==> config.mk <==
export PLATFORM = sky130hd
export DESIGN_NAME = jk_ff_monitor
export DESIGN_NICKNAME = d
export VERILOG_FILES = /design/src/rtl/jk_ff_monitor.sv
export SDC_FILE = /design/constraint.sdc
export NUM_CORES = 1
export LEC_CHECK = 0
export CAP_MARGIN = 20
export CORE_ASPECT_RATIO = 1.2
export CORE_MARGIN = 8
export CORE_UTILIZATION = 54
export CTS_CLUSTER_SIZE = 8
export DETAILED_ROUTE_END_ITERATION = 10
export PLACE_DENSITY = 0.84
export SLEW_MARGIN = 10
export SYNTH_ARGS = -nofsm -noshare
export SYNTH_HDL_FRONTEND = slang
export SYNTH_SLANG_ARGS = --single-unit
==> constraint.sdc <==
create_clock -name clk -period 4.9 [get_ports clk]
set_input_delay 1.47 -clock clk [delete_from_list [all_inputs] [get_ports clk]]
set_output_delay 1.47 -clock clk [all_outputs]
set_load 0.01 [all_outputs]
==> src/rtl/jk_ff_monitor.sv <==
// Clocked checker for a JK flip-flop stage: predicts next Q from a reference JK
// model, flags Q mismatches and Q/Q_bar complement violations, counts JK modes.
module jk_ff_monitor #(
    parameter int CNT_W       = 8,
    parameter bit STOP_ON_ERR = 1'b0
) (
    input  logic             clk,
    input  logic             rst,
    input  logic             en,
    input  logic             j,
    input  logic             k,
    input  logic             q,
    input  logic             q_bar,
    output logic [CNT_W-1:0] hold_cnt,
    output logic [CNT_W-1:0] reset_cnt,
    output logic [CNT_W-1:0] set_cnt,
    output logic [CNT_W-1:0] toggle_cnt,
    output logic [CNT_W-1:0] err_cnt,
    output logic             err,
    output logic             err_pulse,
    output logic [1:0]       first_err_mode,
    output logic [1:0]       state
);

    typedef enum logic [1:0] {
        IDLE  = 2'b00,
        CHECK = 2'b01,
        FAULT = 2'b10
    } state_t;

    localparam logic [1:0] M_HOLD   = 2'b00;
    localparam logic [1:0] M_RESET  = 2'b01;
    localparam logic [1:0] M_SET    = 2'b10;
    localparam logic [1:0] M_TOGGLE = 2'b11;

    state_t                     cur_state;
    state_t                     nxt_state;
    logic [1:0]                 mode;
    logic [1:0]                 last_mode;
    logic                       exp_q;
    logic                       pred_q;
    logic                       count_en;
    logic                       check_en;
    logic                       fail;
    logic [3:0][CNT_W-1:0]      mode_cnt;

    function automatic logic [CNT_W-1:0] sat_inc(input logic [CNT_W-1:0] v);
        return (&v) ? v : v + CNT_W'(1);
    endfunction

    function automatic logic jk_ref(input logic qv, input logic [1:0] m);
        case (m)
            M_HOLD:   return qv;
            M_RESET:  return 1'b0;
            M_SET:    return 1'b1;
            default:  return ~qv;
        endcase
    endfunction

    assign mode   = {j, k};
    assign pred_q = jk_ref(q, mode);

    always_ff @(posedge clk or negedge rst) begin
        if (!rst) cur_state <= IDLE;
        else      cur_state <= nxt_state;
    end

    always_comb begin
        nxt_state = cur_state;
        case (cur_state)
            IDLE:    if (en) nxt_state = CHECK;
            CHECK: begin
                if (!en)                     nxt_state = IDLE;
                else if (fail && STOP_ON_ERR) nxt_state = FAULT;
            end
            FAULT:   nxt_state = FAULT;
            default: nxt_state = IDLE;
        endcase
    end

    // Case-inequality so an X/Z on q or q_bar in simulation reads as a failure.
    always_comb begin
        count_en = 1'b0;
        check_en = 1'b0;
        fail     = 1'b0;
        case (cur_state)
            IDLE:  count_en = en;
            CHECK: begin
                count_en = en;
                check_en = en;
                fail     = en && ((q !== exp_q) || (q_bar !== ~q));
            end
            default: ;
        endcase
    end

    always_ff @(posedge clk or negedge rst) begin
        if (!rst) begin
            mode_cnt <= '0;
        end else if (count_en) begin
            mode_cnt[mode] <= sat_inc(mode_cnt[mode]);
        end
    end

    // Reference resyncs to the observed q each edge so one fault does not cascade.
    always_ff @(posedge clk or negedge rst) begin
        if (!rst) begin
            exp_q     <= 1'b0;
            last_mode <= 2'b00;
        end else if (count_en) begin
            exp_q     <= pred_q;
            last_mode <= mode;
        end
    end

    always_ff @(posedge clk or negedge rst) begin
        if (!rst) begin
            err_pulse      <= 1'b0;
            err            <= 1'b0;
            err_cnt        <= '0;
            first_err_mode <= 2'b00;
        end else begin
            err_pulse <= fail;
            if (fail) begin
                err     <= 1'b1;
                err_cnt <= sat_inc(err_cnt);
                if (!err) first_err_mode <= last_mode;
            end
        end
    end

    assign hold_cnt   = mode_cnt[M_HOLD];
    assign reset_cnt  = mode_cnt[M_RESET];
    assign set_cnt    = mode_cnt[M_SET];
    assign toggle_cnt = mode_cnt[M_TOGGLE];
    assign state      = cur_state;

    logic unused_check;
    assign unused_check = check_en;

endmodule

==> flow_metrics.tcl <==
set metrics [dict create \
    drcViolationCount 0 \
    synth_top_cells_by_area "dfrtp_1 50%, o31ai_1 8.6%, mux4_2 7.4%, nand2_1 4.9%, mux2_2 2.8%" \
    fin_skew_ps 4.77 \
    finalMaxSlewViolations 0 \
    r2r_end "toggle_cnt[2]" \
    cts_root_buf "clkbuf_8" \
    min_from "state[0]" \
    viasPerCell 6.02 \
    synth.yosys.seq_area_share_pct 50.3 \
    rsz0062_at_grt "no" \
    crit_type "in2reg" \
    layout.nets 272 \
    maxSlewHeadroom_pct 51.6 \
    start_kind "input pin" \
    cts_tree "yes" \
    synth_most_common_cell "dfrtp_1" \
    rr_worst_depth 6 \
    ys_warn_count 0 \
    grt-ovfl-total 0 \
    syn_area_um2 2440 \
    antenna_cells 0 \
    drv_cap 0 \
    crit_fanout 13 \
    rows 26 \
    syn-num-nets 221 \
    cts_buffer_depth 2 \
    r2r_start "toggle_cnt[0]" \
    first_pass_iters 4 \
    coreArea_um2 4290 \
    antenna_found_initial 0 \
    htree_num_levels 2 \
    powerDensity_nw_per_um2 440 \
    die_h_um 89.6 \
    wl_per_cell_um 17.6 \
    async_flop_share_pct 100 \
    dr_total_vias 1919 \
    utilization_pct 71.4 \
    drive_gt1_share_pct 12.5 \
    grt_pass1_wl_um 9830 \
    status "completed" \
    setup_tns_ps 0 \
    place_congestion 0.848 \
    syn_area_per_cell_um2 11.5 \
    power_frac_seq_pct 43.9 \
    ys_ff_latch 49 \
    cts_made_buffers 5 \
    ir_drop_mv 0.250 \
    hold_path_depth 1 \
    synth_common_cells "49 x dfrtp_1, 32 x nand2_1, 28 x o31ai_1" \
    synth_top_area_share_pct 50.3 \
    chipWidth_um 77.3 \
    power.leakage_nw 1.27 \
    wl_um 5630 \
    fillers 333 \
    yosys.cell_types.count 44 \
    cts_hold_buf 0 \
    synth_area_leader_cell "dfrtp_1" \
    syn_inst 212 \
    power_frac_clock_pct 18.1 \
    grt_max_degree 50 \
    power_frac_comb_pct 38.0 \
    fp.dieArea_um2 6930 \
    r2r_slack_ps 2700 \
    setup_viol_count_final 0 \
    switching_share_pct 34.2 \
    worst_slew_pin_slew_ps 723 \
    clock_sinks 49 \
    initial_core_util_pct 56.7 \
    grt_pass1_vias 2016 \
    finalHoldViolations 0 \
    min_path_type "reg2reg" \
    drt_iter0_drc 156 \
    cp-end-kind "register" \
    hpwl_um 4000 \
    post-cts-setup-buffers 0 \
    clkTransAtPathRegs_ps 90 \
    fmax_mhz 260 \
    switching_power_mw 0.461 \
    intPower_mw 0.887 \
    num_io_pins 53 \
    grt_usage_pct 17.7 \
    cp.arrival_ps 4040 \
    ant_nets 0 \
    period_share_pct 78.5 \
    required_ps 5100 \
    areaGrowthSynthToFinish_pct 25.8 \
    clock_latency_ps 300 \
    final.min_clock_period_ps 3850 \
    hold_end "state[1]" \
    synth_ff_type "dfrtp_1" \
    port_buffers 52 \
    synth-edff-count 0 \
    post_cts_resized 0 \
]
## state kept, by name (all words and copies together) (netlist names)
signal	flops
err	1
err_cnt	8
err_pulse	1
exp_q	1
first_err_mode	2
hold_cnt	8
last_mode	2
reset_cnt	8
set_cnt	8
state	2
toggle_cnt	8
## cell usage in the layout, fill, tap and decap left out, types with 4 or more instances in the layout
master	count
a21oi_1	5
nor4_1	5
mux2_2	6
nand3_1	5
mux4_2	8
clkdlybuf4s50_1	51
nand2_1	32
nor2_1	11
a31oi_1	4
clkbuf_8	6
o31ai_1	28
dfrtp_1	49
xor2_1	7
## through the flow
stage	instances	total power, mW	hold WS, ps	worst slack [ps]	cell area [um2]
2_1_floorplan	212	0.854	475	1650	2440
3_3_place_gp	311	1.10	455	819	2960
3_5_place_dp	311	1.11	453	777	2960
4_1_cts	318	1.35	463	1090	3050
5_1_grt	319	1.44	477	888	3070
6_report	319	1.35	465	1050	3070
## cell type report
class / count / area [um2] / area share (%)
inverters: 2 / 7.51 / 0.245
clock buffers: 7 / 86.3 / 2.82
multi-input cells: 150 / 1120 / 36.7
flip-flops and latches: 49 / 1230 / 40.0
well taps: 56 / 70.1 / 2.29
repair buffers: 55 / 551 / 18.0
## cell families after synthesis
logic type                 synth area share, %
adders and majority gates                 1.03
DFF                                       50.3
muxes                                     11.0
AOI/OAI and AO/OA                         13.9
xor gates and xnor gates                  2.52
and+or+nand+nor                           17.7
buffers and inverters                     3.49
## critical path: stages
cell and delay, ps:
clkdlybuf4s50_1 780, mux4_2 630, ha_1 250, nand2b_1 100
o22a_1 370, a21oi_1 160, o31ai_1 270
## worst max path at each step
| stage | from | to | cells after the start | slack (ps) |
|---|---|---|---|---|
| after floorplan | k | toggle_cnt[3] | 8 | 1650 |
| after global placement | k | toggle_cnt[7] | 7 | 820 |
| after detailed placement | k | toggle_cnt[2] | 7 | 780 |
| after CTS | k | toggle_cnt[2] | 7 | 1090 |
| after global routing | k | toggle_cnt[2] | 7 | 890 |
| final | k | toggle_cnt[2] | 7 | 1050 |
## power by group through the flow
stage               sequential (mW)  combinational (mW)  clock [mW]
global placement              0.597               0.502           0
floorplan                     0.627               0.228           0
global route                  0.609               0.567       0.260
detailed placement            0.600               0.514           0
CTS                           0.594               0.515       0.244
finish                        0.592               0.512       0.244
## per-layer routing
| layer | track usage (%) | share of wire, % | vias to the layer above |
|---|---|---|---|
| met4 | 6.19 | 1.4 | 0 |
| met5 | 0 | 0 | - |
| li1 | - | - | 899 |
| met1 | 20.4 | 42 | 947 |
| met3 | 5.98 | 7.9 | 8 |
| met2 | 30.2 | 49 | 65 |
Power figures use the tool's default switching activity.
